### src/rtl/bus_test_sequencer.sv
// bus_test_sequencer: latches a command and drives enable/read/addr/data to NUM_MASTERS bus masters.
// Optional macro BUS_SEQ_REPEAT_EN adds cmd_repeat for multi-pass reissue of the same command.

module bus_seq_lane #(
  parameter int AW = 14,
  parameter int DW = 8
) (
  input  logic          clk,
  input  logic          reset,
  input  logic          issue,
  input  logic          clear,
  input  logic          rd,
  input  logic [AW-1:0] cmd_addr,
  input  logic [DW-1:0] cmd_data,
  output logic          enable,
  output logic          read_en,
  output logic [AW-1:0] addr,
  output logic [DW-1:0] data
);
  // Fields are loaded when the lane issues and then held until the sequencer returns to idle.
  always_ff @(posedge clk) begin
    if (reset || clear) begin
      enable  <= 1'b0;
      read_en <= 1'b0;
      addr    <= '0;
      data    <= '0;
    end else begin
      enable <= issue;
      if (issue) begin
        read_en <= rd;
        addr    <= cmd_addr;
        data    <= cmd_data;
      end
    end
  end
endmodule

module bus_test_sequencer #(
  parameter int NUM_MASTERS    = 2,
  parameter int DATA_WIDTH     = 8,
  parameter int ADDR_WIDTH     = 14,
  parameter int HOLD_CYCLES    = 3,
  parameter int TIMEOUT_CYCLES = 255
) (
  input  logic                              clk,
  input  logic                              reset,
  input  logic                              start,
  input  logic [NUM_MASTERS-1:0]            cmd_mask,
  input  logic [NUM_MASTERS-1:0]            cmd_read,
  input  logic                              cmd_stagger,
  input  logic [7:0]                        cmd_gap,
  input  logic [NUM_MASTERS*ADDR_WIDTH-1:0] cmd_addr,
  input  logic [NUM_MASTERS*DATA_WIDTH-1:0] cmd_data,
`ifdef BUS_SEQ_REPEAT_EN
  input  logic [3:0]                        cmd_repeat,
`endif
  input  logic [NUM_MASTERS-1:0]            m_request,
  output logic [NUM_MASTERS-1:0]            m_enable,
  output logic [NUM_MASTERS-1:0]            m_read_en,
  output logic [NUM_MASTERS*ADDR_WIDTH-1:0] addr_in,
  output logic [NUM_MASTERS*DATA_WIDTH-1:0] data_in,
  output logic                              busy,
  output logic                              done,
  output logic                              timeout,
  output logic [2:0]                        state_out
);
  localparam int HW = $clog2(HOLD_CYCLES + 1);
  localparam int WW = $clog2(TIMEOUT_CYCLES + 1);
  localparam int PW = (NUM_MASTERS > 1) ? $clog2(NUM_MASTERS) : 1;
  localparam logic [HW-1:0] HOLD_LIM = HW'(HOLD_CYCLES);
  localparam logic [WW-1:0] WAIT_LIM = WW'(TIMEOUT_CYCLES);

  typedef enum logic [2:0] {
    S_IDLE = 3'd0, S_ISSUE = 3'd1, S_GAP = 3'd2, S_WAIT = 3'd3, S_DONE = 3'd4
  } state_t;

  typedef struct packed {
    logic [NUM_MASTERS-1:0]            mask;
    logic [NUM_MASTERS-1:0]            read;
    logic                              stagger;
    logic [7:0]                        gap;
    logic [NUM_MASTERS*ADDR_WIDTH-1:0] addr;
    logic [NUM_MASTERS*DATA_WIDTH-1:0] data;
  } cmd_t;

  state_t                 state, state_nxt;
  cmd_t                   cmd_q, cmd_cur;
  logic [HW-1:0]          hold_cnt;
  logic [7:0]             gap_cnt;
  logic [WW-1:0]          wait_cnt;
  logic [PW-1:0]          ptr, ptr_nxt, first_idx, next_idx;
  logic                   has_next, accept, issue_start, more_passes;
  logic [NUM_MASTERS-1:0] en_nxt;

  assign accept    = (state == S_IDLE) && start;
  assign state_out = state;

  // In IDLE the live command inputs are used so the first issue lands on the cycle after start.
  always_comb begin
    cmd_cur = cmd_q;
    if (state == S_IDLE) begin
      cmd_cur.mask    = cmd_mask;
      cmd_cur.read    = cmd_read;
      cmd_cur.stagger = cmd_stagger;
      cmd_cur.gap     = cmd_gap;
      cmd_cur.addr    = cmd_addr;
      cmd_cur.data    = cmd_data;
    end
  end

  always_comb begin
    first_idx = '0;
    next_idx  = ptr;
    has_next  = 1'b0;
    for (int i = NUM_MASTERS - 1; i >= 0; i--) begin
      if (cmd_cur.mask[i]) first_idx = PW'(i);
      if (cmd_q.mask[i] && i > int'(ptr)) begin
        next_idx = PW'(i);
        has_next = 1'b1;
      end
    end
  end

`ifdef BUS_SEQ_REPEAT_EN
  logic [3:0] rep_q, pass_cnt;
  always_ff @(posedge clk) begin
    if (reset) begin
      rep_q    <= '0;
      pass_cnt <= '0;
    end else if (accept) begin
      rep_q    <= cmd_repeat;
      pass_cnt <= '0;
    end else if (state == S_WAIT && state_nxt == S_ISSUE) begin
      pass_cnt <= pass_cnt + 4'd1;
    end
  end
  assign more_passes = (pass_cnt != rep_q);
`else
  assign more_passes = 1'b0;
`endif

  always_ff @(posedge clk) begin
    if (reset) state <= S_IDLE;
    else       state <= state_nxt;
  end

  always_comb begin
    state_nxt = state;
    case (state)
      S_IDLE:  if (start) state_nxt = (cmd_mask == '0) ? S_DONE : S_ISSUE;
      S_ISSUE: if (hold_cnt == HOLD_LIM) begin
                 if (cmd_q.stagger && has_next) state_nxt = (cmd_q.gap == 8'd0) ? S_ISSUE : S_GAP;
                 else                           state_nxt = S_WAIT;
               end
      S_GAP:   if (gap_cnt == cmd_q.gap) state_nxt = S_ISSUE;
      S_WAIT:  if (m_request == '0)         state_nxt = more_passes ? S_ISSUE : S_DONE;
               else if (wait_cnt == WAIT_LIM) state_nxt = S_DONE;
      S_DONE:  state_nxt = S_IDLE;
      default: state_nxt = S_IDLE;
    endcase
  end

  // Back-to-back staggered issues (gap 0) restart the hold count without leaving ISSUE.
  assign issue_start = (state_nxt == S_ISSUE) && (state != S_ISSUE || hold_cnt == HOLD_LIM);

  always_comb begin
    ptr_nxt = ptr;
    if (issue_start) ptr_nxt = (state == S_ISSUE || state == S_GAP) ? next_idx : first_idx;
    en_nxt = '0;
    if (state_nxt == S_ISSUE)
      for (int i = 0; i < NUM_MASTERS; i++)
        en_nxt[i] = cmd_cur.stagger ? (int'(ptr_nxt) == i) : cmd_cur.mask[i];
  end

  always_ff @(posedge clk) begin
    if (reset) begin
      cmd_q    <= '0;
      hold_cnt <= '0;
      gap_cnt  <= '0;
      wait_cnt <= '0;
      ptr      <= '0;
      busy     <= 1'b0;
      done     <= 1'b0;
      timeout  <= 1'b0;
    end else begin
      ptr  <= ptr_nxt;
      busy <= (state_nxt != S_IDLE);
      done <= (state_nxt == S_DONE);
      if (accept) begin
        cmd_q   <= cmd_cur;
        timeout <= 1'b0;
      end else if (state == S_WAIT && m_request != '0 && wait_cnt == WAIT_LIM) begin
        timeout <= 1'b1;
      end
      if (issue_start)                                  hold_cnt <= HW'(1);
      else if (state == S_ISSUE && hold_cnt != HOLD_LIM) hold_cnt <= hold_cnt + 1'b1;
      if (state_nxt == S_GAP && state != S_GAP)         gap_cnt <= 8'd1;
      else if (state == S_GAP && gap_cnt != 8'hFF)      gap_cnt <= gap_cnt + 8'd1;
      if (state_nxt == S_WAIT && state != S_WAIT)       wait_cnt <= WW'(1);
      else if (state == S_WAIT && wait_cnt != WAIT_LIM) wait_cnt <= wait_cnt + 1'b1;
    end
  end

  for (genvar g = 0; g < NUM_MASTERS; g++) begin : g_lane
    bus_seq_lane #(.AW(ADDR_WIDTH), .DW(DATA_WIDTH)) u_lane (
      .clk      (clk),
      .reset    (reset),
      .issue    (en_nxt[g]),
      .clear    (state_nxt == S_IDLE),
      .rd       (cmd_cur.read[g]),
      .cmd_addr (cmd_cur.addr[g*ADDR_WIDTH +: ADDR_WIDTH]),
      .cmd_data (cmd_cur.data[g*DATA_WIDTH +: DATA_WIDTH]),
      .enable   (m_enable[g]),
      .read_en  (m_read_en[g]),
      .addr     (addr_in[g*ADDR_WIDTH +: ADDR_WIDTH]),
      .data     (data_in[g*DATA_WIDTH +: DATA_WIDTH])
    );
  end
endmodule

### config.mk
export PLATFORM = sky130hd
export DESIGN_NAME = bus_test_sequencer
export DESIGN_NICKNAME = d
export VERILOG_FILES = /design/src/rtl/bus_test_sequencer.sv
export SDC_FILE = /design/constraint.sdc
export NUM_CORES = 1
export LEC_CHECK = 0
export ABC_AREA = 0
export BUFFER_PORTS_ARGS = -buffer_cell sky130_fd_sc_hd__buf_2
export CAP_MARGIN = 20
export CELL_PAD_IN_SITES_DETAIL_PLACEMENT = 1
export CELL_PAD_IN_SITES_GLOBAL_PLACEMENT = 1
export CORE_ASPECT_RATIO = 2
export CORE_MARGIN = 2
export CORE_UTILIZATION = 44
export DETAILED_ROUTE_END_ITERATION = 16
export PLACE_DENSITY = 0.93
export SKIP_LAST_GASP = 1
export SYNTH_ARGS = -nofsm -noshare
export SYNTH_HDL_FRONTEND = slang
export SYNTH_SLANG_ARGS = --single-unit
### constraint.sdc
create_clock -name clk -period 4.62 [get_ports clk]
set_clock_uncertainty 0.15 [all_clocks]
set_input_delay 0.924 -clock clk [delete_from_list [all_inputs] [get_ports clk]]
set_output_delay 0.924 -clock clk [all_outputs]
set_load 0.01 [all_outputs]
==> results.md <==
* Status: finished clean
* Core ar. at between 0.01 and 0.015 mm^2
* Xor/xnor cell area share of the yosys netlist at 0.03203
* Cell row count at 59
* Layout net count at 792
* Final Cycle Share at 0.7799
* Die area at approximately 0.014 mm^2
* Adder-cell share of the synthesized area at 0.006536
* PD cells at 441.2 mW/mm^2
* H-tree levels at 4
* Register Area at 0.002603 mm^2
* Worst skew pair latency at 0.42 ns
* GRT Total Usage at 0.2485
* Top FF cell, synth: dfxtp_1
* Root Buffer: clkbuf_16
* Die X-Extent at approximately 85 um
* Largest net degree at the start of global routing at 71
* Ys async rst share at 0
* Worst slew pin tran at 1.051 ns
* Iter 0 DRT Violations at 253
* Syn Std Cell Area at 0.005743 mm^2
* Final core utilization at 0.5348
* Sequential element share of the synthesized area at 0.4532
* Die height at about 170 um
* Simple-gate portion of the synthesized area at 0.1540
* Num Clock Sinks at 130
* Via count at 5208
* Proportion of layout cells with a drive suffix above 1 at 0.2493
* Placer Congestion at about 0.82
* Worst Hold Slack at 0.3046 ns
* Synth cell types at 52
* Compound-Gate Fraction of Synth Area at 0.2174
* Fillers at 1531
* Grt total ovfl at 0
* Initial antenna violation count at 0
* Antenna Violating Nets Remaining at 0
* Startpoint Class: flop
* Fraction of synthesized area in multiplexers at 0.08540
* Final setup TNS at 0 ns
* Commonest non-fill, non-tap cell in the layout: dfxtp_1
* P_leak at 2.984 nW
* Yosys reg bits at 130
* # Max-Cap Violations at 0
* CTS Hold Bufs at 0
* First-pass GRT wire length at 27720 um
* Vias in the first global route at between 5000 and 6000
* CTS Buf Count at 17
* CTS max path bufs at 2
* CTS tree: done
* Critical path endpoint category: flop
* CP required at 4.71 ns
* RSZ-0062 raised after global routing: false
* Synth area leader: dfxtp_1
* Final HPWL DP at approximately 11000 um
* Min Clock Period, post-route at 3.603 ns
* Ys Warns at 0
* Largest family of logic cells by synthesized area: compound AO/OA/AOI/OAI gates
* Fmax at 277.5 MHz
* Multi-input logic area at 0.002872 mm^2
* Maximum vdd ir drop at 0.3503 mV
* Clk slew on worst S/H paths at 0.06 ns
* Tightest Hold Check Type: flop to flop
* Syn Nets at 708
* Max-slew violations at 0
* Total Wirelength at 17260 um
* Initial Util at 0.4471
* Post-Syn Area per Cell at 8.932 um^2
* Relative slew slack at 0.2990
* Yosys top cell area share at 0.4532
* Worst EP arrival at 3.69 ns
* Post-CTS setup buffers at 0
* Final Hold Vio Count at 0
* TritonRoute pass-1 iters at 4
* Mean routed wirelength per cell at about 19 um
* Synth area leaders: dfxtp_1 (45%), a21oi_1 (8.8%), mux2i_1 (8.5%)
* Port bufs at 115
* Num ports at 116
* Worst Path Max Fanout at 28
* Final setup fails at 0
* Setup Crit Path Kind: flop to flop
* Highest-count cells in the layout ignoring fill and taps: dfxtp_1 (130), nand2_1 (121), buf_2 (115), a21oi_1 (101), mux2i_1 (49)
* Cells after Synth at 643
* DR vias/cell at 5.845
* DRC Markers at 0
* Resize count post-CTS at 0
* EDFF count, synth at 0
* Synth-to-Final Area Change at 19.61%
flip-flops by register name, summed over array words and instances, names as in the netlist:
register / flops
g_lane.u_lane.enable: 2
g_lane.u_lane.data: 16
done: 1
g_lane.u_lane.addr: 28
gap_cnt: 8
state_out: 3
hold_cnt: 2
wait_cnt: 8
cmd_q: 57
ptr: 1
timeout: 1
busy: 1
g_lane.u_lane.read_en: 2
cells by family (layout without fill, tap and decap cells):
logic type                 count (synthesis)  count (layout)
and+or+nand+nor                          198             198
AOI/OAI and AO/OA                        182             182
DFF                                      130             130
buffers and inverters                     60             155
muxes                                     49              49
xor gates and xnor gates                  21              21
adders and majority gates                  3               3
other                                      0               1
synth_stat cells, types with 2 or more instances:
cell and number:
xnor2_1 3, nor4_1 4, nor3_2 2, buf_1 3
nor3_1 5, a21oi_2 10, o21ai_0 4, ha_1 3
inv_1 3, or2_2 2, or3_1 3, o21bai_1 2
and2_1 6, dfxtp_1 130, a211oi_1 25, nand4_1 7
nor2b_1 2, a311oi_2 10, nor2_1 25, clkbuf_1 27
nand2_1 122, buf_4 6, xor2_1 18, buf_2 19
mux2i_1 49, nand2b_1 6, a31oi_1 2, a31o_2 3
a311oi_1 13, nand3_1 5, and3_1 3, a21oi_1 101
power breakdown:
group	internal, mW	total (mW)	leakage, nW	switching (mW)
Clock	0.796	1.27	0.270	0.473
Sequential	1.19	1.24	1.06	0.0495
Combinational	0.189	0.518	1.65	0.330
per-layer routing:
layer / vias to the layer above / global-route usage / wire, um
met5: - / 0 / 0
met4: 0 / 0.08009 / 333
met3: 33 / 0.06759 / 1017
met2: 165 / 0.4370 / 8910
met1: 2559 / 0.2910 / 6997
li1: 2451 / - / -
through the flow:
stage	power, mW	std cells	area [um^2]	setup WS, ns
finish	3.031	891	6869	1.017
global route	3.148	890	6867	0.8550
CTS	3.045	890	6867	1.057
detailed placement	1.766	860	6324	1.094
global placement	1.736	859	6296	1.189
floorplan	1.617	643	5743	2.063
worst max-delay path, stage by stage, from the launching register on:
cell and delay (ns):
dfxtp_1 0.33, nor4_1 0.67, a21boi_1 0.23, o221a_4 0.32, a21oi_4 0.63, and2_1 0.87
a211oi_1 0.21
cell type report:
type,count,share of cell area
Clock buffer,23,0.06667
Inverter,3,0.001639
Clock inverter,7,0.01239
Antenna cell,1,0.0003643
Tap cell,152,0.02769
Timing Repair Buffer,122,0.09435
Multi-Input combinational cell,453,0.4180
Sequential cell,130,0.3789
path summary, 6_finish.rpt:
| check | start | to | slack, ns | cells after the start |
|---|---|---|---|---|
| setup / recovery | cmd_q[47] | g_lane[0].u_lane.addr[2] | 1.02 | 6 |
| hold / removal | cmd_q[25] | cmd_q[25] | 0.30 | 2 |
| hold reg to reg | cmd_q[25] | cmd_q[25] | 0.30 | 2 |
| setup reg to reg | cmd_q[47] | g_lane[0].u_lane.addr[2] | 1.02 | 6 |
Power figures use the tool's default switching activity.
